## config.mk

```make
export PLATFORM = sky130hd
export DESIGN_NAME = tmr0_wdt_ctrl
export DESIGN_NICKNAME = d
export VERILOG_FILES = /design/src/rtl/tmr0_wdt_ctrl_pkg.sv /design/src/rtl/tmr0_wdt_ctrl_t0cki_sync.sv /design/src/rtl/tmr0_wdt_ctrl.sv
export SDC_FILE = /design/constraint.sdc
export NUM_CORES = 1
export LEC_CHECK = 0
export CORE_ASPECT_RATIO = 1.5
export CORE_UTILIZATION = 40
export CTS_BUF_LIST = sky130_fd_sc_hd__clkbuf_4
export CTS_CLUSTER_DIAMETER = 30
export DETAILED_ROUTE_END_ITERATION = 12
export PLACE_DENSITY_LB_ADDON = 0.25
export SETUP_SLACK_MARGIN = 0.15
export SLEW_MARGIN = 40
export SYNTH_ARGS = -nofsm -noshare
export SYNTH_HDL_FRONTEND = slang
export SYNTH_HIERARCHICAL = 1
export SYNTH_SLANG_ARGS = --single-unit
```

## constraint.sdc

```tcl
create_clock -name clk -period 3.3 [get_ports clk]
set_clock_uncertainty 0.2 [all_clocks]
set_input_delay 0.495 -clock clk [delete_from_list [all_inputs] [get_ports clk]]
set_output_delay 0.495 -clock clk [all_outputs]
set_load 0.05 [all_outputs]
```

## src/rtl/tmr0_wdt_ctrl_pkg.sv

```systemverilog
// Shared definitions for the TMR0 / watchdog sequencer: OPTION field layout,
// reset value and the sleep state encoding.
package tmr0_wdt_ctrl_pkg;

  localparam int unsigned OPT_W    = 6;
  localparam int unsigned PS_W     = 3;
  localparam int unsigned T0CS_BIT = 5;
  localparam int unsigned T0SE_BIT = 4;
  localparam int unsigned PSA_BIT  = 3;
  localparam int unsigned PS_MSB   = 2;
  localparam int unsigned PS_LSB   = 0;
  localparam int unsigned INH_W    = 2;

  localparam logic [OPT_W-1:0] OPTION_RST = 6'h3F;

  typedef struct packed {
    logic            t0cs;
    logic            t0se;
    logic            psa;
    logic [PS_W-1:0] ps;
  } option_t;

  typedef enum logic {
    AWAKE  = 1'b0,
    ASLEEP = 1'b1
  } sleep_state_e;

endpackage

```

## src/rtl/tmr0_wdt_ctrl_t0cki_sync.sv

```systemverilog
// Brings the asynchronous T0CKI pin into the clk domain and flags the
// selected edge (rising when t0se_i=0, falling when t0se_i=1).
module t0cki_sync
  import tmr0_wdt_ctrl_pkg::*;
(
  input  logic clk,
  input  logic rst,
  input  logic t0cki_i,
  input  logic t0se_i,
  output logic edge_c_o
);

  logic meta_q;
  logic sync_q;
  logic prev_q;

  // Two-stage synchroniser plus one history flop for edge detection
  always_ff @(posedge clk or posedge rst) begin
    if (rst) begin
      meta_q <= 1'b0;
      sync_q <= 1'b0;
      prev_q <= 1'b0;
    end else begin
      meta_q <= t0cki_i;
      sync_q <= meta_q;
      prev_q <= sync_q;
    end
  end

  always_comb begin
    edge_c_o = 1'b0;
    if (t0se_i) edge_c_o = prev_q & ~sync_q;
    else        edge_c_o = sync_q & ~prev_q;
  end

endmodule

```

## src/rtl/tmr0_wdt_ctrl.sv

```systemverilog
// TMR0 / watchdog sequencer: OPTION register, shared prescaler, watchdog
// counter and sleep state, producing tmr0_inc / wdtmr strobes and TO_N/PD_N.
module tmr0_wdt_ctrl
  import tmr0_wdt_ctrl_pkg::*;
#(
  parameter int unsigned WDT_BITS = 10,
  parameter int unsigned PS_BITS  = 8
) (
  input  logic       clk,
  input  logic       rst,
  input  logic       option_wr,
  input  logic [5:0] option_in,
  input  logic       tmr0_wr,
  input  logic       t0cki,
  input  logic       wdt_en,
  input  logic       clrwdt,
  input  logic       sleep,
  output logic [5:0] option_q,
  output logic       tmr0_inc,
  output logic       wdtmr,
  output logic       wake,
  output logic       asleep,
  output logic       to_n,
  output logic       pd_n
);

  sleep_state_e        state_q, state_d;
  logic [OPT_W-1:0]    option_d;
  logic [PS_BITS-1:0]  ps_q, ps_d;
  logic [WDT_BITS-1:0] wdt_q, wdt_d;
  logic [INH_W-1:0]    inh_q, inh_d;
  logic                tmr0_inc_q, tmr0_inc_d;
  logic                wdtmr_q, wdtmr_d;
  logic                wake_q, wake_d;
  logic                to_n_q, to_n_d;
  logic                pd_n_q, pd_n_d;

  option_t             opt;
  logic                awake;
  logic                opt_wr_a, tmr0_wr_a, clrwdt_a, sleep_a, wdt_clr_a;
  logic                ext_edge;
  logic                tmr0_ev;
  logic                wdt_tick;
  logic [PS_BITS-1:0]  ps_inc;
  logic                ps_fall;
  logic                ps_clr;
  logic                timeout;

  assign opt   = option_t'(option_q);
  assign awake = (state_q == AWAKE);

  // Core-driven strobes are ignored during power-down
  assign opt_wr_a  = option_wr & awake;
  assign tmr0_wr_a = tmr0_wr & awake;
  assign clrwdt_a  = clrwdt & awake;
  assign sleep_a   = sleep & awake;
  assign wdt_clr_a = clrwdt_a | sleep_a;

  t0cki_sync u_t0cki_sync (
    .clk      (clk),
    .rst      (rst),
    .t0cki_i  (t0cki),
    .t0se_i   (opt.t0se),
    .edge_c_o (ext_edge)
  );

  // Count events and prescaler/watchdog datapath
  always_comb begin
    tmr0_ev    = 1'b0;
    wdt_tick   = 1'b0;
    ps_inc     = ps_q + PS_BITS'(1);
    ps_fall    = 1'b0;
    ps_clr     = 1'b0;
    timeout    = 1'b0;
    ps_d       = ps_q;
    wdt_d      = wdt_q;
    inh_d      = inh_q;
    option_d   = option_q;
    tmr0_inc_d = 1'b0;

    // Internal clock stops in sleep; pin edges keep counting
    tmr0_ev = (opt.t0cs ? ext_edge : awake) & ~tmr0_wr_a & (inh_q == INH_W'(0));

    wdt_tick = wdt_en & (wdt_q == {WDT_BITS{1'b1}});
    ps_fall  = ps_q[opt.ps] & ~ps_inc[opt.ps];

    ps_clr = (opt_wr_a & (option_in[PSA_BIT] != opt.psa))
           | (tmr0_wr_a & ~opt.psa)
           | (wdt_clr_a & opt.psa);

    if (ps_clr)
      ps_d = '0;
    else if (opt.psa ? wdt_tick : tmr0_ev)
      ps_d = ps_inc;

    if (opt.psa) begin
      tmr0_inc_d = tmr0_ev & awake;
      timeout    = wdt_tick & ps_fall;
    end else begin
      tmr0_inc_d = tmr0_ev & ps_fall & awake;
      timeout    = wdt_tick;
    end

    if (!wdt_en || wdt_clr_a)
      wdt_d = '0;
    else
      wdt_d = wdt_q + WDT_BITS'(1);

    if (tmr0_wr_a)
      inh_d = INH_W'(2);
    else if (inh_q != INH_W'(0))
      inh_d = inh_q - INH_W'(1);

    if (opt_wr_a)
      option_d = option_in;
  end

  // Sleep FSM and status bits; SLEEP beats CLRWDT, both beat a timeout
  always_comb begin
    state_d = state_q;
    wdtmr_d = 1'b0;
    wake_d  = 1'b0;
    to_n_d  = to_n_q;
    pd_n_d  = pd_n_q;
    case (state_q)
      AWAKE: begin
        if (sleep_a) begin
          state_d = ASLEEP;
          to_n_d  = 1'b1;
          pd_n_d  = 1'b0;
        end else if (clrwdt_a) begin
          to_n_d  = 1'b1;
          pd_n_d  = 1'b1;
        end else if (timeout) begin
          wdtmr_d = 1'b1;
          to_n_d  = 1'b0;
        end
      end
      ASLEEP: begin
        if (timeout) begin
          state_d = AWAKE;
          wdtmr_d = 1'b1;
          wake_d  = 1'b1;
          to_n_d  = 1'b0;
        end
      end
    endcase
  end

  always_ff @(posedge clk or posedge rst) begin
    if (rst) begin
      state_q    <= AWAKE;
      option_q   <= OPTION_RST;
      ps_q       <= '0;
      wdt_q      <= '0;
      inh_q      <= '0;
      tmr0_inc_q <= 1'b0;
      wdtmr_q    <= 1'b0;
      wake_q     <= 1'b0;
      to_n_q     <= 1'b1;
      pd_n_q     <= 1'b1;
    end else begin
      state_q    <= state_d;
      option_q   <= option_d;
      ps_q       <= ps_d;
      wdt_q      <= wdt_d;
      inh_q      <= inh_d;
      tmr0_inc_q <= tmr0_inc_d;
      wdtmr_q    <= wdtmr_d;
      wake_q     <= wake_d;
      to_n_q     <= to_n_d;
      pd_n_q     <= pd_n_d;
    end
  end

  assign tmr0_inc = tmr0_inc_q;
  assign wdtmr    = wdtmr_q;
  assign wake     = wake_q;
  assign asleep   = (state_q == ASLEEP);
  assign to_n     = to_n_q;
  assign pd_n     = pd_n_q;

endmodule

```

## Yosys cells after proc, flatten, opt, wreduce, memory -nomap -nowiden

Index checks and enable logic that the tools add are counted.

- $add $sub $neg: 3
- $lt $le $gt $ge: 1
- Equal/unequal tests: 2
- Multiplexer cells: 28
- Bitwise logic cells: 26
- Reductions and logical operators: 8

Operator list:

| operator | number |
|---|---|
| two-way mux 1 bit | 18 |
| AND 1 bit | 17 |
| two-way mux 8 bit | 2 |
| adder 10 x 1 -> 10 bit, second input constant | 1 |
| == test 10 bit, second input constant | 1 |
| two-way mux 10 bit | 1 |
| adder 8 x 1 -> 8 bit, second input constant | 1 |
| nonzero test 2 bit | 4 |
| binary-select mux 1 bit (select 3 bit) | 2 |
| inverter 1 bit | 6 |
| case mux 1 bit (2 select lines) | 3 |
| < comparator 3 x 4 -> 1 bit, second input constant | 1 |
| two-way mux 2 bit | 2 |
| bitwise OR 1 bit | 3 |
| logical NOT 2 bit | 1 |
| AND reduction 2 bit | 1 |
| subtractor 2 x 1 -> 2 bit, second input constant | 1 |
| logical NOT 1 bit | 1 |
| logical OR 1 bit | 1 |
| != test 1 bit | 1 |

- Register bits after elaboration: 35
- Bits of input ports: 14
- Output and inout port bits: 12
- Logic and storage cells: 81

## Depth between registers and ports, before layout

- Depth after elaboration: 11
- Mapped depth: 8
- Depth with buffers taken out: 7

## Cells and area by module

The synthesis kept the hierarchy.

By module, submodules not included:

| module | times used | cells an instance | area an instance (um^2) | sequential area each (um^2) |
|---|---|---|---|---|
| tmr0_wdt_ctrl | 1 | 166 | 1690.4 | 810.8 |
| t0cki_sync | 1 | 7 | 101.3 | 75.1 |

## Least setup slack after synthesis

OpenSTA, ideal clock, no wires.

- Path type: reg-to-reg
- From: register wdt_q[0]
- To: register ps_q[2]
- Setup time: 0.081 ns
- Arrival: 2.044 ns
- Data required time: 3.019 ns
- Slack: 0.976 ns
- Stages on the path, launching flop included: 8
- Path buffers: 1
- Clock period less this slack: 2.324 ns
- Cells stage by stage: dfrtp_1 -> ha_1 -> nand3_2 -> or4_4 -> mux2_4 -> buf_6 -> or3_1 -> a21oi_1

- Cells in the longest elaborated chain, start to end: 4

RTL lines:

| what | line | RTL |
|---|---|---|
| start, declared | tmr0_wdt_ctrl.sv:30 | `logic [WDT_BITS-1:0] wdt_q, wdt_d;` |
| start signal, assigned | tmr0_wdt_ctrl.sv:166 | `wdt_q <= wdt_d;` |
| == test 10 bit | tmr0_wdt_ctrl.sv:84 | `wdt_tick = wdt_en & (wdt_q == {WDT_BITS{1'b1}});` |
| AND 1 bit | tmr0_wdt_ctrl.sv:84 |  |
| two-way mux 1 bit | tmr0_wdt_ctrl.sv:93 | `else if (opt.psa ? wdt_tick : tmr0_ev)` |
| nonzero test 2 bit (no source line) | -- |  |
| end signal, assigned | tmr0_wdt_ctrl.sv:165 | `ps_q <= ps_d;` |
| end, declared | tmr0_wdt_ctrl.sv:29 | `logic [PS_BITS-1:0] ps_q, ps_d;` |

Every way passes these cells.
A chain may end at the register's enable or synchronous reset.

## Final worst setup path

- From: register wdt_q[0]
- To: register ps_q[5]

The elaborated chain is that of the path after synthesis.

==> flow_metrics.env <==
export IMPL_hold_buffers=0
export IMPL_drv_cap=0
export IMPL_rr_startpoint="wdt_q[0]"
export IMPL_dpl_cell_area_sq_um=2080
export IMPL_layout_nets=219
export IMPL_yosys_area_top_type="dfrtp_1"
export IMPL_vias_per_cell=5.60
export IMPL_path_cells="ha_1 > nand3_2 > or4_4 > mux2_4 > or3_2 > a21oi_1"
export IMPL_num_io_pins=26
export IMPL_ys_ff_latch=35
export IMPL_grt_pass1_vias=1457
export IMPL_grt_max_degree=33
export IMPL_cpLargestDelayFamily="simple AND/OR/NAND/NOR gates"
export IMPL_internal_power_mw=0.747
export IMPL_antenna_cells=0
export IMPL_totalWireLength_um=3740
export IMPL_grt_pass1_wl_um=6530
export IMPL_numCtsBuffers=5
export IMPL_regToRegSetupSlack_ns=0.75
export IMPL_port_buffers=25
export IMPL_period_share_pct=77.2
export IMPL_synth_area_per_cell_sq_um=10.4
export IMPL_ys_warn_count=6
export IMPL_peakVddDrop_uv=366
export IMPL_synth_cell_type_count=42
export IMPL_start_kind="register"
export IMPL_top_layer_used="met4"
export IMPL_post_cts_buffers=0
export IMPL_max_freq_mhz=393
export IMPL_fp_dieArea_sq_um=4760
export IMPL_die_h_um=84.0
export IMPL_yosysSeqAreaShare_pct=49.4
export IMPL_hold_violations=0
export IMPL_ant_nets=0
export IMPL_cts_htree_levels=2
export IMPL_stdcell_area_sq_um=2160
export IMPL_hold_class="input port to async pin"
export IMPL_cts_tree="done"
export IMPL_power_density_nw_per_um2=508
export IMPL_drc=0
export IMPL_post_route_min_period_ns=2.55
export IMPL_seq_power_share_pct=50.2
export IMPL_wl_met3_um=119
export IMPL_net_switching_power_mw=0.350
export IMPL_antenna_found_initial=0
export IMPL_reg2regPathDepth=6
export IMPL_p_comb_share_pct=22.2
export IMPL_clk_latency_ns=0.34
export IMPL_synth_edff_count=0
export IMPL_worst_pin_slew_ns=0.638
export IMPL_yosys_top_cells_area="dfrtp_1 (38%), dfstp_2 (12%), xor2_1 (3.4%)"
export IMPL_pwr_share_clk_pct=27.6
export IMPL_drt_iter0_drc=30
export IMPL_synthFlopType="dfrtp_1"
export IMPL_core_area_sq_um=4250
export IMPL_reg2reg_to="ps_q[5]"
export IMPL_slowest_delay_ns=0.58
export IMPL_rsz0062_at_grt="false"
export IMPL_first_pass_iters=4
export IMPL_synth_area_sq_um=1790
export IMPL_outcome="finished clean"
export IMPL_setup_viol=0
export IMPL_grt_usage_pct=17.7
export IMPL_fill_cells=412
export IMPL_cp_slowest_cell="or4_4"
export IMPL_cp_buffers_inverters=0
export IMPL_yosysMostFrequentCell="dfrtp_1"
export IMPL_arrival_ns=2.61
export IMPL_worstPathMaxFanout=14
export IMPL_start_util_pct=42.2
export IMPL_cts_sinks=35
export IMPL_rows=29
export IMPL_root_buffer="clkbuf_4"
export IMPL_avgRoutedWirePerCell_um=15.0
export IMPL_syn_nets=190
export IMPL_worstSetupEndpointType="register"
export IMPL_multi_input_area_sq_um=827
export IMPL_synth_cells=173
export IMPL_yosys_area_top_type_share_pct=37.7
export IMPL_drive_above_1_share_pct=17.7
export IMPL_area_growth_pct=20.4
export IMPL_max_slew_margin_rel_pct=57.2
export IMPL_die_w_um=56.6
export IMPL_dp_hpwl_um=2790
export IMPL_utilization_pct=50.8
export IMPL_route_met2_wl_um=2080
export IMPL_drv_slew=0
export IMPL_wl_met1_um=1480
export IMPL_synthTopCellsByCount="dfrtp_1 (27), nor2_1 (14), a21oi_1 (12), nand2_1 (12)"
export IMPL_final_seq_area_sq_um=886
export IMPL_ctsResizeCount=0
export IMPL_critical_path_class="register to register"
export IMPL_switching_share_pct=31.9
export IMPL_stdcell_count=249
export IMPL_required_ns=3.36
export IMPL_clk_pin_slew_ns=0.11
export IMPL_async_flop_share_pct=100
export IMPL_via_count=1394
export IMPL_place_congestion=0.771
export IMPL_tns_ns=0
export IMPL_clockBufferDepth=2
export IMPL_dpl_cell_count=241
export IMPL_power_leakage_nw=0.892
export IMPL_grt_ovfl_total=0
## sequential cells by signal, summed over array words and instances (netlist names), 2 cells and up
register and cells:
option_q 6, inh_q 2, ps_q 8, wdt_q 10
## how the worst max path moves through the flow
stage	start	endpoint	cells past startpoint
2_1_floorplan	wdt_q[0]	ps_q[2]	7
3_3_place_gp	wdt_en	ps_q[3]	6
3_5_place_dp	wdt_en	ps_q[5]	6
4_1_cts	wdt_q[0]	ps_q[5]	6
5_1_grt	wdt_q[0]	ps_q[3]	6
6_report	wdt_q[0]	ps_q[5]	6
## logic make-up (layout without fill, tap and decap cells)
family / Yosys count / after routing / share of synthesized area (%)
flip-flops: 35 / 35 / 49.4
AND/OR/NAND/NOR: 62 / 62 / 19.3
multiplexers: 7 / 7 / 5.17
XOR/XNOR: 9 / 9 / 4.40
buffers and inverters: 16 / 46 / 4.40
AO/OA/AOI/OAI: 41 / 41 / 15.2
adder cells (fa/ha/maj): 3 / 3 / 2.10
## per-stage QoR
stage                     hold WS (ns)  total power [mW]  setup WS, ns
after detailed placement         0.146             0.801         0.617
after CTS                        0.127              1.11         0.742
final                            0.137              1.10         0.752
after floorplan                 0.0486             0.722         0.976
after global routing             0.134              1.17         0.649
after global placement           0.142             0.788         0.664
## power by group through the flow
| stage | Clock (mW) | Sequential, mW | Combinational [mW] |
|---|---|---|---|
| 2_1_floorplan | 0 | 0.566 | 0.156 |
| 6_report | 0.303 | 0.550 | 0.244 |
| 5_1_grt | 0.333 | 0.559 | 0.275 |
| 3_3_place_gp | 0 | 0.552 | 0.236 |
| 3_5_place_dp | 0 | 0.556 | 0.244 |
| 4_1_cts | 0.315 | 0.549 | 0.247 |
## routing by layer
layer / track usage, % / vias to the layer above
li1: - / 685
met2: 31.2 / 23
met1: 20.2 / 681
met3: 4.65 / 5
met4: 6.21 / 0
met5: 0 / -
## final cells by class
class / count / share of cell area [%]
Inverter: 10 / 1.74
Clock buffer: 5 / 1.74
Multi-Input combinational cell: 122 / 38.3
Timing Repair Buffer: 28 / 12.6
Sequential cell: 35 / 41.1
Tap cell: 46 / 2.67
Clock inverter: 3 / 1.80
## cell usage in the layout (no fill, tap or decap), drive strengths merged, types with 2 or more instances in the layout
cell type / instances
dfrtp: 27
clkdlybuf4s50: 25
nor2: 14
nand2: 12
a21oi: 12
o21ai: 11
inv: 10
nand2b: 8
dfstp: 8
or3: 8
xor2: 7
nand3: 6
clkbuf: 5
mux2: 5
o211ai: 4
nand4: 4
a311oi: 3
ha: 3
buf: 3
and4: 2
xnor2: 2
a311o: 2
or2: 2
o2111ai: 2
a211oi: 2
nor3b: 2
or4: 2
clkinv: 2
No activity file was read; power rests on OpenSTA's default activity.
